===== src/rtl/instr_fetch_unit.sv =====
// Instruction fetch stage: owns the PC, issues word fetches over req/gnt,
// collects in-order rvalid responses in a small FIFO, and presents the head
// word (plus opcode/funct fields) to decode with a valid/ready handshake.
// A redirect loads a new PC, clears the FIFO and drops in-flight responses.
// Optional build macro IFU_PERF_CNT_EN adds saturating pop/bubble counters.
module instr_fetch_unit #(
  parameter int               ADDR_W   = 32,
  parameter int               DEPTH    = 4,
  parameter logic [ADDR_W-1:0] RESET_PC = '0
) (
  input  logic              clk,
  input  logic              rst_n,
  output logic              imem_req,
  output logic [ADDR_W-1:0] imem_addr,
  input  logic              imem_gnt,
  input  logic              imem_rvalid,
  input  logic [31:0]       imem_rdata,
  input  logic              redirect,
  input  logic [ADDR_W-1:0] redirect_pc,
  input  logic              id_ready,
  output logic              id_valid,
  output logic [31:0]       id_instr,
  output logic [ADDR_W-1:0] id_pc,
  output logic [5:0]        opcode,
  output logic [5:0]        funct
`ifdef IFU_PERF_CNT_EN
  ,
  output logic [31:0]       perf_fetched,
  output logic [31:0]       perf_bubble
`endif
);

  localparam int PTR_W = (DEPTH > 1) ? $clog2(DEPTH) : 1;
  localparam int CNT_W = PTR_W + 1;

  logic [ADDR_W-1:0] pc_q, pc_d;
  logic [ADDR_W-1:0] resp_pc_q, resp_pc_d;   // fetch PC of the next non-dropped response
  logic [PTR_W-1:0]  rd_ptr_q, rd_ptr_d;
  logic [PTR_W-1:0]  wr_ptr_q, wr_ptr_d;
  logic [CNT_W-1:0]  count_q, count_d;
  logic [CNT_W-1:0]  outst_q, outst_d;       // includes responses that will be dropped
  logic [CNT_W-1:0]  drop_q, drop_d;

  logic [31:0]       instr_mem_q [DEPTH];
  logic [ADDR_W-1:0] pc_mem_q    [DEPTH];

  logic              fire;
  logic              push;
  logic              pop;
  logic [CNT_W:0]    inflight;
  logic [ADDR_W-1:0] redirect_pc_aligned;

  // Credits cover both buffered words and fetches still in flight, so a
  // response always finds a free FIFO slot.
  assign inflight            = {1'b0, count_q} + {1'b0, outst_q};
  assign imem_req            = rst_n && (inflight < (CNT_W+1)'(DEPTH)) && !redirect;
  assign imem_addr           = pc_q;
  assign fire                = imem_req && imem_gnt;
  assign push                = imem_rvalid && (drop_q == '0) && !redirect;
  assign pop                 = id_valid && id_ready && !redirect;
  assign redirect_pc_aligned = redirect_pc & ~ADDR_W'(3);

  assign id_valid = (count_q != '0);
  assign id_instr = id_valid ? instr_mem_q[rd_ptr_q] : 32'h0;
  assign id_pc    = id_valid ? pc_mem_q[rd_ptr_q] : resp_pc_q;
  assign opcode   = id_instr[31:26];
  assign funct    = id_instr[5:0];

  // Next-state for PC, FIFO control and outstanding/drop bookkeeping.
  always_comb begin
    pc_d      = pc_q;
    resp_pc_d = resp_pc_q;
    rd_ptr_d  = rd_ptr_q;
    wr_ptr_d  = wr_ptr_q;
    count_d   = count_q;
    outst_d   = outst_q + CNT_W'(fire) - CNT_W'(imem_rvalid);
    drop_d    = drop_q;
    if (redirect) begin
      // Every fetch still pending after this cycle's response is stale.
      pc_d      = redirect_pc_aligned;
      resp_pc_d = redirect_pc_aligned;
      rd_ptr_d  = '0;
      wr_ptr_d  = '0;
      count_d   = '0;
      drop_d    = outst_q - CNT_W'(imem_rvalid);
    end else begin
      if (fire)
        pc_d = pc_q + ADDR_W'(4);
      if (imem_rvalid && (drop_q != '0))
        drop_d = drop_q - CNT_W'(1);
      if (push) begin
        wr_ptr_d  = wr_ptr_q + PTR_W'(1);
        resp_pc_d = resp_pc_q + ADDR_W'(4);
      end
      if (pop)
        rd_ptr_d = rd_ptr_q + PTR_W'(1);
      count_d = count_q + CNT_W'(push) - CNT_W'(pop);
    end
  end

  // Control state registers with asynchronous reset.
  always_ff @(posedge clk or negedge rst_n) begin
    if (!rst_n) begin
      pc_q      <= RESET_PC;
      resp_pc_q <= RESET_PC;
      rd_ptr_q  <= '0;
      wr_ptr_q  <= '0;
      count_q   <= '0;
      outst_q   <= '0;
      drop_q    <= '0;
    end else begin
      pc_q      <= pc_d;
      resp_pc_q <= resp_pc_d;
      rd_ptr_q  <= rd_ptr_d;
      wr_ptr_q  <= wr_ptr_d;
      count_q   <= count_d;
      outst_q   <= outst_d;
      drop_q    <= drop_d;
    end
  end

  // FIFO storage; contents are only observed through count_q, so no reset.
  always_ff @(posedge clk) begin
    if (push) begin
      instr_mem_q[wr_ptr_q] <= imem_rdata;
      pc_mem_q[wr_ptr_q]    <= resp_pc_q;
    end
  end

`ifdef IFU_PERF_CNT_EN
  function automatic logic [31:0] sat_inc(input logic [31:0] v);
    return (v == 32'hFFFF_FFFF) ? v : v + 32'd1;
  endfunction

  logic [31:0] fetched_q;
  logic [31:0] bubble_q;

  assign perf_fetched = fetched_q;
  assign perf_bubble  = bubble_q;

  // Saturating counters of delivered instructions and starved decode cycles.
  always_ff @(posedge clk or negedge rst_n) begin
    if (!rst_n) begin
      fetched_q <= '0;
      bubble_q  <= '0;
    end else begin
      if (pop)
        fetched_q <= sat_inc(fetched_q);
      if (id_ready && !id_valid)
        bubble_q <= sat_inc(bubble_q);
    end
  end
`endif

endmodule


===== config.mk =====
export PLATFORM = sky130hd
export DESIGN_NAME = instr_fetch_unit
export DESIGN_NICKNAME = d
export VERILOG_FILES = /design/src/rtl/instr_fetch_unit.sv
export SDC_FILE = /design/constraint.sdc
export NUM_CORES = 1
export LEC_CHECK = 0
export CORE_MARGIN = 1
export CORE_UTILIZATION = 55
export DETAILED_ROUTE_END_ITERATION = 10
export GPL_ROUTABILITY_DRIVEN = 0
export PLACE_DENSITY = 0.76
export SLEW_MARGIN = 25
export SYNTH_ARGS = -nofsm -noshare
export SYNTH_HDL_FRONTEND = slang
export SYNTH_SLANG_ARGS = --single-unit

===== constraint.sdc =====
create_clock -name clk -period 4.4 [get_ports clk]
set_input_delay 0.88 -clock clk [delete_from_list [all_inputs] [get_ports clk]]
set_output_delay 0.88 -clock clk [all_outputs]
set_load 0.03 [all_outputs]

# Word level (Yosys, flattened, before mapping)
# Memory sizes are Yosys's and may differ from the RTL's.
# Cells that the tools add are included.
# op_classes
addsub	11
n_lt_le_gt_ge	1
muxes	15
reduce_logical	16
# ops
op	count
two-way mux 32 bit	6
adder 32 x 3 -> 32 bit, second input constant	2
two-way mux 3 bit	3
subtractor 3 x 1 -> 3 bit	3
logical AND 1 bit	8
two-way mux 2 bit	4
nonzero test 2 bit	4
adder 3 x 1 -> 3 bit	2
nonzero test 3 bit	2
adder 2 x 1 -> 2 bit, second input constant	2
adder 3 x 3 -> 4 bit	1
less-than comparator 4 x 3 -> 1 bit, second input constant	1
logical NOT 3 bit	1
subtractor 3 x 1 -> 3 bit, second input constant	1
two-way mux 1 bit	2
logical NOT 1 bit	1
# word_totals
ff_bits	77
mem_bits_rw	256
input_bits	70
out_inout_bits	110
word_cells	52
memories	2
# mem_list
name	words	word_bits	rd	rd_clocked_by_memory_dff	write_ports	line_no	text
instr_mem_q	4	32	1	0	1	44	logic [31:0] instr_mem_q [DEPTH];
pc_mem_q	4	32	1	0	1	45	logic [ADDR_W-1:0] pc_mem_q [DEPTH];

# Depth between registers and ports, before layout
# Gate-level depths: netlist (run 1).
# logic_depth
ltp_word	7
ltp_mapped	13
mapped_depth_nobuf	12

# Least setup slack after synthesis (run 1)
# No wires, ideal clock.
# synth_path
path_kind	input -> register
startpoint	input port redirect
endpoint	memory instr_mem_q[0][0], enable pin
setup_ps	427
arrival_ps	2932
required_time_ps	3973
path_slack_ps	1042
path_stages	4
path_cell_list	clkbuf_1 clkbuf_1 nor2_1 and2_1
# synth_via
elab_chain_len	4
# synth_lines
element	line_no	text
from (decl)	18	input logic redirect,
logical NOT 1 bit	59	assign push = imem_rvalid && (drop_q == '0) && !redirect;
logical AND 1 bit	59	
two-way mux 1 bit	124	if (push) begin
two-way mux 1 bit (implied by the code)	125	instr_mem_q[wr_ptr_q] <= imem_rdata;
to (decl)	44	
# Every way passes these cells.

# Worst setup path in the final report (run 1)
# layout_path
startpoint	register count_q[1]
endpoint	output port id_pc[19]
# layout_via
elab_chain_len	2
# layout_lines
element	line_no	text
from (decl)	40	logic [CNT_W-1:0] count_q, count_d;
from (signal assigned)	116	count_q <= count_d;
nonzero test 3 bit	63	assign id_valid = (count_q != '0);
two-way mux 32 bit	65	assign id_pc = id_valid ? pc_mem_q[rd_ptr_q] : resp_pc_q;
to (decl)	23	output logic [ADDR_W-1:0] id_pc,
# Every way passes these cells.

==> summary.md, run 1 <==
| Metric | Value |
|---|---|
| Status | `complete, no violations` |
| Post-route DRC | `0` |
| TNS Setup | `0 ns` |
| Fmax | `0.243 GHz` |
| Vias in the first global route | `8202` |
| Power Total | `10.1 mW` |
| Clock Sinks | `321` |
| Core ar. | `0.0244 mm²` |
| Fill cell count | `1648` |
| Post-synth EDFFs | `248` |
| Power Density | `599 mW/mm²` |
| DR vias/cell | `5.81` |
| Pin count of the biggest net entering global routing | `74` |
| CP Buf/Inv Count | `2` |
| Antenna-violating nets left | `0` |
| Area of the mapped netlist | `0.0137 mm²` |
| Critical Path End Type | `output pin` |
| Commonest cells post-synth | `edfxtp_1, dfrtp_1, nand2_1, mux4_2, and2_1` |
| Final core utilization | `69.1%` |
| Die Ht | `160 µm` |
| Crit path required time | `3.52 ns` |
| Worst slew pin tran | `0.999 ns` |
| Vias | `8037` |
| Count leader, synth | `edfxtp_1` |
| # nets final | `1124` |
| Hold Vio Cnt, Final | `0` |
| CP max stage delay | `0.82 ns` |
| Share of the synthesized area in the top cell type | `54.3%` |
| Fin crit period | `4.12 ns` |
| Area of the multi-input gates | `0.00409 mm²` |
| Fraction of layout cells with a size suffix above 1 | `16.2%` |
| # setup viols final | `0` |
| Startpoint Class | `flop` |
| DRT Pass-1 Iters | `5` |
| Design area | `0.0169 mm²` |
| Synth top area cells | `edfxtp_1, dfrtp_1, mux4_2` |
| Global route overflow | `0` |
| WL per Instance | `20.7 µm` |
| Fin crit share | `93.6%` |
| Async SR Flop Fraction | `22.7%` |
| Slew Limit Fails | `0` |
| Root Driver | `clkbuf_16` |
| Slew HR | `32.8%` |
| Overall Global Routing Usage | `23.1%` |
| Site Rows | `57` |
| Initial Util | `56.2%` |
| Syn Inst Count | `862` |
| Worst path cell trace | `or3_2, buf_4, o21ai_0, clkdlybuf4s50_1` |
| Arr. time, crit path | `3.24 ns` |
| Die area | `0.0256 mm²` |
| Iter 0 DRT Violations | `567` |
| Netlist cell types | `46` |
| Worst-path clk slew | `0.06 ns` |
| Post-synth top area cell | `edfxtp_1` |
| P&R area growth vs syn | `23.0%` |
| Maximum vdd drop | `0.314 mV` |
| Cts bufs inserted | `30` |
| Critical path class | `flop to output pin` |
| Max-cap violations | `0` |
| Placed Instance Area | `0.0158 mm²` |
| Critical-path top delay cell | `or3_2` |
| Io pins | `180` |
| Clk_lat worst skew | `0.55 ns` |
| Crit Path Max Fanout | `28` |
| Final wirelength | `28700 µm` |
| Leakage | `5.72 nW` |
| CTS tree | `done` |
| Post-CTS setup buffers | `0` |
| Antenna cells | `0` |
| Initial antenna violation count | `0` |
| First-pass GRT wire length | `45800 µm` |
| Flip-flop and latch area | `0.00928 mm²` |
| HPWL Detailed | `18000 µm` |
| Avg Cell Area, Syn | `15.9 µm²` |
| PortBufs | `173` |
| Die W | `160 µm` |
| CP top delay family | `buffers and inverters` |
| Post_cts resized | `0` |
| Ys flop type | `edfxtp_1` |
| Sequential element share of the synthesized area | `67.7%` |
| Hold Buf Count CTS | `0` |
| Hold crit path type | `primary input to asynchronous set/reset pin` |
| H-tree Lvls | `1` |
| Synthesis-stage register bit count | `321` |
| RSZ-0062 raised after global routing | `false` |
| Synth warn | `0` |
| Final Skew | `0.0139 ns` |
| CTS Buffer Depth | `3` |
[state kept, by name (all words and copies together) (netlist names)]
name / flops
instr_mem_q: 128
pc_mem_q: 120
imem_addr: 30
resp_pc_q: 30
count_q: 3
drop_q: 3
outst_q: 3
rd_ptr_q: 2
wr_ptr_q: 2
[where the power goes]
group / internal [mW] / switching (mW) / leakage (nW)
Clock: 1.63 / 1.08 / 0.511
Combinational: 1.67 / 2.01 / 2.09
Sequential: 3.47 / 0.240 / 3.12
[stage by stage]
stage / worst slack (ns) / hold WS, ns / cells
6_report: 0.283 / 0.479 / 1383
5_1_grt: 0.200 / 0.537 / 1383
3_3_place_gp: 0.872 / 0.526 / 1328
2_1_floorplan: 1.04 / 0.500 / 865
4_1_cts: 0.252 / 0.540 / 1383
3_5_place_dp: 0.859 / 0.526 / 1328
[worst paths after layout]
kind	startpoint	to	slack [ns]	cells after the start
min	rst_n	drop_q[0]	0.48	2
max reg2reg	count_q[1]	count_q[2]	1.35	11
min reg2reg	outst_q[0]	outst_q[0]	0.54	1
max	count_q[1]	id_pc[19]	0.28	4
min in group clk	outst_q[0]	outst_q[0]	0.54	1
max in group asynchronous	rst_n	rd_ptr_q[0]	3.42	2
[layout by cell type (no fill, tap or decap), types with 17 or more instances in the layout]
cell / netlist / routed
nand2_1: 64 / 64
dfrtp_1: 73 / 71
xnor2_1: 29 / 29
nand3_1: 27 / 27
clkbuf_16: 0 / 31
inv_1: 19 / 19
o21ai_0: 35 / 35
edfxtp_1: 248 / 248
mux4_2: 62 / 62
clkdlybuf4s50_1: 0 / 171
nor2_1: 26 / 26
mux2_2: 29 / 29
and2_1: 37 / 33
buf_4: 16 / 17
[cells by family after synthesis]
logic type	Yosys count	share of synthesized area, %
xor+xnor	45	2.88
simple gates	221	8.42
buf+inv	78	2.61
flops	321	67.7
other cells	1	0.0274
fa+ha+maj	18	1.75
compound gates	83	3.78
mux	95	12.9
[per-layer routing]
metal	vias up	track usage (%)	wire length, µm
met2	320	35.6	13300
met4	0	6.58	666
met1	4029	34.3	12800
li1	3641	-	-
met5	-	0	0
met3	47	4.03	1990
[cell type report]
type,count,share of cell area (%)
inverters,21,0.468
clock inverters,20,1.49
multi-input cells,466,24.3
well taps,324,2.40
flip-flops and latches,321,55.0
clock buffers,35,4.69
repair buffers,196,11.6
Note: power is estimated with default switching activity, not from simulation.
==> inputs of run 2 (changes only) <==
ABC_AREA = 1   (was default)
CORE_UTILIZATION = 56   (was 55)
==> run 2 against run 1 <==
- routed wire length is 22% higher
- global-route usage is 2.9 points higher
- non-clock buffer count is 1 lower
- sequential share of layout area is 3.1 points lower
- cell count is 46% higher
- first-iteration DRC count is 69% higher
- clock power hardly changed
- worst hold slack worse by 0.20 ns
- highest routed layer unchanged
==> summary.md, run 2 <==
| Metric | Value |
|---|---|
| # nets final | `1744` |
| Hold Buf Count CTS | `0` |
| Largest registers | `instr_mem_q: 128 flops, pc_mem_q: 120 flops` |
| Initial antenna violation count | `0` |
| Fin crit share | `90.5%` |
| RSZ-0062 raised after global routing | `false` |
| Max reg flops | `128` |
| Top reg by flops | `instr_mem_q` |
| Arr. time, crit path | `3.10 ns` |
| CTS tree | `done` |
| Leakage | `6.78 nW` |
| Post-route DRC | `0` |
| Initial Util | `56.9%` |
| Vias | `11200` |
| Die area | `0.0271 mm²` |
| Synth top area cells | `edfxtp_1, dfrtp_1, nor2_1` |
| Worst slew pin tran | `0.821 ns` |
| Post-CTS setup buffers | `0` |
| Pin count of the biggest net entering global routing | `75` |
| Die W | `165 µm` |
| WL met3 | `2730 µm` |
| # setup viols final | `0` |
| Max-cap violations | `0` |
| Root Driver | `clkbuf_16` |
| Maximum vdd drop | `0.398 mV` |
| Fin crit period | `3.98 ns` |
| Power Density | `611 mW/mm²` |
| Startpoint Class | `flop` |
| Post-synth EDFFs | `248` |
| Antenna cells | `0` |
| Top Metal Used | `met4` |
| Slew HR | `45.2%` |
| Crit path required time | `3.52 ns` |
| DRT Pass-1 Iters | `6` |
| Critical Path End Type | `output pin` |
| Critical Path Source | `count_q[1]` |
| Fmax | `0.251 GHz` |
| Final Skew | `0.0102 ns` |
| Clock Sinks | `321` |
| First-pass GRT wire length | `54300 µm` |
| P&R area growth vs syn | `20.8%` |
| Status | `complete, no violations` |
| Synthesis-stage register bit count | `321` |
| R2R Path Start | `count_q[1]` |
| CTS Buffer Depth | `3` |
| Crit Path Max Fanout | `27` |
| DR vias/cell | `5.57` |
| WL per Instance | `17.3 µm` |
| Critical path class | `flop to output pin` |
| Antenna-violating nets left | `0` |
| Most common cell after layout, fill and taps aside | `nor2_1` |
| Commonest cells post-synth | `nor2_1, nand2_1, edfxtp_1, o21ai_0, inv_1` |
| Power Total | `10.9 mW` |
| Post-synth top area cell | `edfxtp_1` |
| DRT met1 WL | `14700 µm` |
| Slew Limit Fails | `0` |
| Die Ht | `165 µm` |
| Netlist cell types | `38` |
| Overall Global Routing Usage | `26.1%` |
| Async SR Flop Fraction | `22.7%` |
| Global route overflow | `0` |
| Final wirelength | `34900 µm` |
| Syn Inst Count | `1508` |
| Worst-path clk slew | `0.07 ns` |
| Cts bufs inserted | `31` |
| Clk_lat worst skew | `0.56 ns` |
| Core ar. | `0.0260 mm²` |
| DR WL met2 | `16400 µm` |
| Vias in the first global route | `10400` |
| Most frequent cells in the layout | `nor2_1, nand2_1, edfxtp_1` |
| Ys flop type | `edfxtp_1` |
| Hold Vio Cnt, Final | `0` |
| Count leader, synth | `nor2_1` |
| Site Rows | `59` |
| H-tree Lvls | `1` |
| Share of the synthesized area in the top cell type | `50.3%` |
| Synth warn | `0` |
| Sequential element share of the synthesized area | `62.7%` |
| PortBufs | `173` |
| HPWL Detailed | `22200 µm` |
| Avg Cell Area, Syn | `9.81 µm²` |
| Hold crit path type | `primary input to asynchronous set/reset pin` |
| Post_cts resized | `0` |
| Area of the mapped netlist | `0.0148 mm²` |
| Iter 0 DRT Violations | `960` |
| Final hold slack | `0.278 ns` |
| Fraction of layout cells with a size suffix above 1 | `6.01%` |
| Io pins | `180` |
## run 2: cell count changes after synthesis, sizes merged, moves of 35 or more
cell and delta:
nand3 +47, and2 -37, inv +89, nand2 +211
o21ai +148, mux4 -62, nor2 +262, a21oi +35
## run 2: worst max-delay path, cell delays in order, from the launching register on
cell and delay (ns):
dfrtp_1 0.47, nor3_2 0.09, inv_1 0.61, buf_4 0.31, nand2_1 0.10, o21ai_0 0.18
clkdlybuf4s50_1 0.75
## run 2: through the flow
| step | setup TNS [ns] | worst slack (ns) | util, % | instances | instance area (µm²) |
|---|---|---|---|---|---|
| 3_5_place_dp | 0 | 0.828 | 64.7 | 1958 | 16800 |
| 4_1_cts | 0 | 0.382 | 68.8 | 2016 | 17900 |
| 5_1_grt | 0 | 0.242 | 68.8 | 2016 | 17900 |
| 6_report | 0 | 0.418 | 68.8 | 2016 | 17900 |
| 3_3_place_gp | 0 | 0.857 | 64.7 | 1958 | 16800 |
| 2_1_floorplan | -23.72 | -0.0956 | - | 1511 | 14800 |
## run 2: metal layers
metal  vias to the layer above  GRT usage [%]
met5                         -              0
met4                         0           9.26
met3                        67           3.64
met2                       492           43.0
met1                      5272           35.4
li1                       5398              -
## run 2: layout make-up
| class | instances | area (µm²) |
|---|---|---|
| Clock inverter | 22 | 250 |
| Clock buffer | 36 | 815 |
| Sequential cell | 321 | 9280 |
| Multi-Input combinational cell | 998 | 4740 |
| Tap cell | 335 | 419 |
| Timing Repair Buffer | 195 | 1970 |
| Inverter | 109 | 409 |
| Fill cell | 1949 | 8110 |
## run 2: path summary, 6_finish.rpt
path / to / cells past startpoint / slack (ns)
hold reg to reg: outst_q[0] / 1 / 0.55
setup / recovery: id_pc[16] / 6 / 0.42
max in group asynchronous: rd_ptr_q[0] / 2 / 3.17
setup reg to reg: count_q[2] / 12 / 1.64
min in group clk: outst_q[0] / 1 / 0.55
hold / removal: imem_addr[30] / 1 / 0.28
## run 2: power by group
group	switching, mW	internal [mW]	total, mW
combinational	2.80	1.56	4.36
sequential	0.281	3.54	3.82
clock	1.12	1.62	2.74
total	4.20	6.73	10.9
## run 2: cell families after synthesis
| family | Yosys count | synth area share [%] |
|---|---|---|
| other | 1 | 0.0253 |
| AOI/OAI and AO/OA | 285 | 10.3 |
| DFF | 321 | 62.7 |
| adders and majority gates | 18 | 1.62 |
| and+or+nand+nor | 665 | 18.2 |
| buffers and inverters | 192 | 5.62 |
| xor gates and xnor gates | 26 | 1.54 |
